### config.mk
export PLATFORM = sky130hd
export DESIGN_NAME = sr_cmd_sequencer
export DESIGN_NICKNAME = d
export VERILOG_FILES = /design/src/rtl/sr_cmd_sequencer.sv
export SDC_FILE = /design/constraint.sdc
export NUM_CORES = 1
export LEC_CHECK = 0
export CAP_MARGIN = 10
export CORE_MARGIN = 3
export CORE_UTILIZATION = 53
export CTS_CLUSTER_SIZE = 25
export DETAILED_ROUTE_END_ITERATION = 8
export GPL_TIMING_DRIVEN = 0
export PLACE_DENSITY_LB_ADDON = 0.1
export SLEW_MARGIN = 10
export SYNTH_ARGS = -nofsm -noshare
export SYNTH_HDL_FRONTEND = slang
export SYNTH_SLANG_ARGS = --single-unit
### constraint.sdc
create_clock -name clk -period 6.3 [get_ports clk]
set_clock_uncertainty 0.05 [all_clocks]
set_input_delay 0.63 -clock clk [delete_from_list [all_inputs] [get_ports clk]]
set_output_delay 0.63 -clock clk [all_outputs]
set_load 0.005 [all_outputs]
### src/rtl/sr_cmd_sequencer.sv
// Command sequencer for a bank of SR cells: accepts SET/RESET/TOGGLE/NOP,
// pulses one cell's S or R, reads back Q and retries before reporting done/err.
module sr_cmd_sequencer #(
    parameter int N         = 4,
    parameter int ADDR_W    = 2,
    parameter int SETTLE    = 1,
    parameter int MAX_RETRY = 2
) (
    input  logic              clk,
    input  logic              rst,
    input  logic              cmd_valid,
    output logic              cmd_ready,
    input  logic [1:0]        cmd_op,
    input  logic [ADDR_W-1:0] cmd_addr,
    output logic [N-1:0]      S,
    output logic [N-1:0]      R,
    input  logic [N-1:0]      Q,
    output logic              busy,
    output logic              done,
    output logic              err,
    output logic [7:0]        err_cnt
);

    localparam int RW = (MAX_RETRY < 1) ? 1 : $clog2(MAX_RETRY + 1);
    localparam int SW = (SETTLE < 2) ? 1 : $clog2(SETTLE);
    localparam logic [ADDR_W:0] N_LIM = (ADDR_W + 1)'(N);

    localparam logic [1:0] OP_NOP   = 2'b00;
    localparam logic [1:0] OP_SET   = 2'b01;
    localparam logic [1:0] OP_RESET = 2'b10;

    typedef enum logic [1:0] {
        ST_IDLE,
        ST_DRIVE,
        ST_SETTLE,
        ST_CHECK
    } state_t;

    state_t            state, state_d;
    logic [ADDR_W-1:0] addr_q, addr_d;
    logic              target_q, target_d;
    logic [RW-1:0]     retry_q, retry_d;
    logic [SW-1:0]     settle_q, settle_d;
    logic [N-1:0]      s_d, r_d;
    logic              done_d, err_d, busy_d;
    logic              accept, addr_bad, q_cmd, q_held;
    logic [N-1:0]      cmd_onehot, held_onehot;

    assign cmd_ready   = (state == ST_IDLE) && !rst;
    assign accept      = cmd_valid && cmd_ready;
    assign addr_bad    = {1'b0, cmd_addr} >= N_LIM;
    assign cmd_onehot  = N'(1) << cmd_addr;
    assign held_onehot = N'(1) << addr_q;
    assign q_cmd       = |(Q & cmd_onehot);
    assign q_held      = |(Q & held_onehot);

    always_ff @(posedge clk) begin
        if (rst) begin
            state    <= ST_IDLE;
            S        <= '0;
            R        <= '0;
            done     <= 1'b0;
            err      <= 1'b0;
            busy     <= 1'b0;
            err_cnt  <= 8'd0;
            retry_q  <= '0;
            settle_q <= '0;
            addr_q   <= '0;
            target_q <= 1'b0;
        end else begin
            state    <= state_d;
            S        <= s_d;
            R        <= r_d;
            done     <= done_d;
            err      <= err_d;
            busy     <= busy_d;
            retry_q  <= retry_d;
            settle_q <= settle_d;
            addr_q   <= addr_d;
            target_q <= target_d;
            if (err_d && (err_cnt != 8'hFF)) begin
                err_cnt <= err_cnt + 8'd1;
            end
        end
    end

    // S/R are registered, so the drive pattern is produced on the transition into DRIVE.
    always_comb begin
        state_d  = state;
        addr_d   = addr_q;
        target_d = target_q;
        retry_d  = retry_q;
        settle_d = settle_q;
        s_d      = '0;
        r_d      = '0;
        done_d   = 1'b0;
        err_d    = 1'b0;

        case (state)
            ST_IDLE: begin
                if (accept) begin
                    if (cmd_op == OP_NOP) begin
                        done_d = 1'b1;
                    end else if (addr_bad) begin
                        err_d = 1'b1;
                    end else begin
                        addr_d  = cmd_addr;
                        retry_d = '0;
                        case (cmd_op)
                            OP_SET:   target_d = 1'b1;
                            OP_RESET: target_d = 1'b0;
                            default:  target_d = ~q_cmd;
                        endcase
                        s_d     = target_d ? cmd_onehot : '0;
                        r_d     = target_d ? '0 : cmd_onehot;
                        state_d = ST_DRIVE;
                    end
                end
            end
            ST_DRIVE: begin
                settle_d = '0;
                state_d  = ST_SETTLE;
            end
            ST_SETTLE: begin
                if (settle_q == SW'(SETTLE - 1)) begin
                    state_d = ST_CHECK;
                end else begin
                    settle_d = settle_q + 1'b1;
                end
            end
            ST_CHECK: begin
                if (q_held == target_q) begin
                    done_d  = 1'b1;
                    state_d = ST_IDLE;
                end else if (retry_q < RW'(MAX_RETRY)) begin
                    // Retries reuse the target latched at accept, even for TOGGLE.
                    retry_d = retry_q + 1'b1;
                    s_d     = target_q ? held_onehot : '0;
                    r_d     = target_q ? '0 : held_onehot;
                    state_d = ST_DRIVE;
                end else begin
                    err_d   = 1'b1;
                    state_d = ST_IDLE;
                end
            end
            default: state_d = ST_IDLE;
        endcase

        busy_d = (state_d != ST_IDLE);
    end

endmodule

# After elaboration in Yosys (flattened, before gate mapping)
# Index checks and enable logic that the tools add are counted.
# W data, S select, Z words.
# classes
add_sub_neg	3
n_lt_le_gt_ge	1
n_eq_ne	11
shifts	2
muxes	38
bitwise	4
n_reduce_logical	13
# op_table
cell	n
$mux W4	12
$pmux W4 S2	2
$mux W2	7
$mux W1	12
$add A8 B1 Y8 const B	1
$and A4 B4 Y4	2
$ne A2 B2 Y1 const B	4
$ne A8 B8 Y1 const B	1
$pmux W2 S4	1
$reduce_or A4 Y1	2
$shl A1 B2 Y4 const A	2
$eq A2 B2 Y1 const B	3
$pmux W1 S2	3
$reduce_bool A2 Y1	3
$reduce_and A5 Y1	1
$eq A2 B1 Y1 const B	2
$logic_not A2 Y1	2
$pmux W2 S2	1
$logic_and A1 B1 Y1	3
$reduce_and A3 Y1	1
$add A2 B1 Y2 const B	1
$lt A2 B2 Y1 const B	1
$not A1 Y1	2
$add A1 B1 Y1 const B	1
other kinds (2)	2
# word_totals
register_bits	27
inputBits	11
out_inout_bits	20
word_cells	83

# Logic depth before layout (Yosys ltp)
# logic_depth
depth_word	12
ltp_mapped	7
mapped_depth_nobuf	6

# Worst setup path after synthesis
# OpenSTA, ideal clock, no wires.
# synth_timing
kind	input-to-reg
from	input port Q[3]
to	register err_cnt[5]
arrival_time_ns	2.053
required_ns	6.129
slack_ns	4.076
stages	5
path_buffers	1
path_cell_list	mux4_2 > xnor2_2 > buf_6 > nor4b_2 > mux2_4
# synth_between
elab_chain_cells	6
# synth_rtl
item	line_no	text
start: declaration	17	input logic [N-1:0] Q,
$and A4 B4 Y4	55	assign q_held = |(Q & held_onehot);
$reduce_or A4 Y1	55	
$eq A1 B1 Y1	132	if (q_held == target_q) begin
$mux W1	132	
$mux W1	--	
$logic_and A1 B1 Y1	81	if (err_d && (err_cnt != 8'hFF)) begin
end signal: assignment	82	err_cnt <= err_cnt + 8'd1;
end: declaration	21	output logic [7:0] err_cnt
# No other way between the ends.
# A chain may end at the register's enable or synchronous reset.

# Worst setup path in the final report
# Same ends and word-level chain as after synthesis.

==> flow_summary.ini <==
[die]
die_y_um = 57.3
die-area_sq_mm = 0.00328
num_rows = 17
initial_core_util_pct = 59.1
dieWidth_um = 57.3
io_pins = 31
coreArea_sq_mm = 0.00236

[final_layout]
final_core_util_pct = 74.0
n_antenna_cell = 0
n_fill_cell = 181
nets = 202
multiInputGateArea_sq_um = 796
synthToLayoutAreaGrowth_pct = 25.2
drive_gt1_share_pct = 11.4
ff_latch_area_sq_um = 520
stdcell_area_sq_mm = 0.00175

[hold_path]
hold_start = err_cnt[6]$_SDFFE_PP0P_
hold_path_class = reg -> reg
whs_endpoint = err_cnt[6]$_SDFFE_PP0P_
timing.hold.worst_path_depth = 1

[sta]
layout_min_cycle_time_ns = 2.50
fin_ws_ns = 3.80
finalMaxSlewViolations = 0
hold_violations = 0
fin_crit_sh_pct = 39.6
rsz0062_at_grt = false
fin_tns_setup_ns = 0
finalSetupViolations = 0
tightest_slew_ns = 0.638
maxClockFrequency_ghz = 0.401
relSlewSlack_pct = 56.3

[power]
powerDensity_mw_per_mm2 = 215
p_int_mw = 0.260
sequentialPowerShare_pct = 48.1
comb_power_share_pct = 29.9
power_mw = 0.376
ir_drop_v = 0.000191
swShare_pct = 30.8
clock_power_share_pct = 22.0
p_sw_mw = 0.116
leakagePower_nw = 0.591

[setup_path]
critPathMaxFanout = 10
r2r_start = addr_q[0]$_SDFFE_PP0P_
path_class = in -> reg
arrival_ns = 2.68
r2r_end = err_cnt[5]$_SDFFE_PP0P_
end_kind = flip-flop
r2r_slack_ns = 4.05
r2r_cells = 6
cp-start-kind = primary input
crit_required_ns = 6.48

[place]
place_area_sq_mm = 0.00171
dpl.hpwl_mm = 2.39
port_buffers = 28
place_congestion = 0.817
place_ws_ns = 3.47

[clocking]
htreeDepth = 1
cts.clk_slew.worst_paths_ns = 0.13
cts_buffers = 3
cts.sinks = 26
postCtsSetupRepairBufs = 0
clk_latency_ns = 0.32
cts_tree = done
cts_buffer_depth = 2
root_buffer = clkbuf_4
ctsHoldBuffers = 0
postCtsResizedCells = 0

[synthesis]
synth_top_area_cell = dfxtp_1
yosysMostFrequentCell = dfxtp_1
async_reset_ff_share_pct = 0
synth_commonest_cells = dfxtp_1, nand2_1, nor2_1, a21oi_1
syn-num-nets = 169
synth_edf_count = 0
synth_seq_cells = 26
synth_area_leaders = dfxtp_1, ha_1, nand2_1, mux2_4, mux4_2
synth_top_area_share_pct = 37.3
yosys_warnings = 0
synth_cell_types = 48
syn_inst = 152
yosysSeqAreaShare_pct = 37.3
syn_area_sq_mm = 0.00140
syn_area_per_cell_sq_um = 9.18
synth_ff_type = dfxtp_1

[drt]
drc = 0
ant_nets = 0
drt_iter0_drc = 26
via_per_inst = 5.98
first_pass_iters = 4
finalWirelength_mm = 3.05
vias = 1268
drt-wirelength-per-cell_um = 14.4

[global_routing]
grt-ovfl-total = 0
grt_pass1_wl_mm = 5.13
grt_util_all_layers_pct = 19.4
grt_pass1_vias = 1146
antenna_found_initial = 0
grt_max_degree = 15

[run]
drv_cap = 0

[status]
status = finished clean
[worst max-delay path by stage]
stage                               to                 from  depth (start not counted)  slack, ns
2_1_floorplan  err_cnt[5]$_SDFFE_PP0P_                 Q[3]                          5       4.08
3_3_place_gp   err_cnt[5]$_SDFFE_PP0P_                 Q[3]                          6       3.53
3_5_place_dp   err_cnt[5]$_SDFFE_PP0P_                 Q[3]                          6       3.47
4_1_cts        err_cnt[5]$_SDFFE_PP0P_                 Q[3]                          6       3.82
5_1_grt                      cmd_ready  state[0]$_SDFF_PP0_                          4       3.76
6_report       err_cnt[5]$_SDFFE_PP0P_                 Q[3]                          6       3.80
[cells in the final DEF, fill, tap and decap left out, types with 5 or more instances in the layout]
master / n
clkdlybuf4s50_1: 28
dfxtp_1: 26
nand2_1: 13
nor2_1: 9
a21oi_1: 7
nor2b_1: 6
nor3_1: 6
nand3_1: 6
ha_1: 6
inv_1: 5
clkbuf_1: 5
[cell families after synthesis]
logic type | synth area share (%)
buf+inv | 5.65
flops | 37.3
mux | 10.1
simple gates | 24.8
compound gates | 15.0
xor+xnor | 1.79
fa+ha+maj | 5.38
[power groups by stage]
stage / sequential (mW) / combinational, mW / clock (mW)
floorplan: 0.184 / 0.0749 / 0
global placement: 0.184 / 0.107 / 0
detailed placement: 0.184 / 0.112 / 0
CTS: 0.181 / 0.112 / 0.0838
global route: 0.182 / 0.125 / 0.0913
finish: 0.181 / 0.112 / 0.0827
[through the flow]
step	hold slack (ns)	instances
floorplan	0.430	152
global placement	0.429	208
CTS	0.468	212
global route	0.500	212
detailed placement	0.432	208
finish	0.464	212
[registers in the layout, summed over array words and instances (netlist names), 2 cells and up]
register / flops
R: 4
addr_q: 2
retry_q: 2
state: 2
S: 4
err_cnt: 8
[layer usage]
metal  up-vias  global-route usage (%)  share of wire [%]  wire, um
met5         -                       0                  0         0
met4         0                    6.29               0.62        19
met3         2                    4.30                4.8       146
met2        36                    31.6                 48      1460
met1       601                    25.5                 47      1420
li1        629                       -                  -         -
[critical path, stage by stage]
cell             delay (ns)
clkdlybuf4s50_1        0.43
mux4_2                 0.54
xnor2_2                0.19
buf_6                  0.16
nor4b_2                0.39
mux2_4                 0.33
[final cells by class]
| type | instances | share of cell area, % |
|---|---|---|
| inverter | 7 | 1.50 |
| timing repair buffer | 28 | 16.0 |
| tap | 28 | 2.01 |
| multi-input combinational | 109 | 45.6 |
| buffer | 10 | 3.01 |
| sequential | 26 | 29.8 |
| clock buffer | 4 | 2.08 |
(Power assumes the default switching activity.)
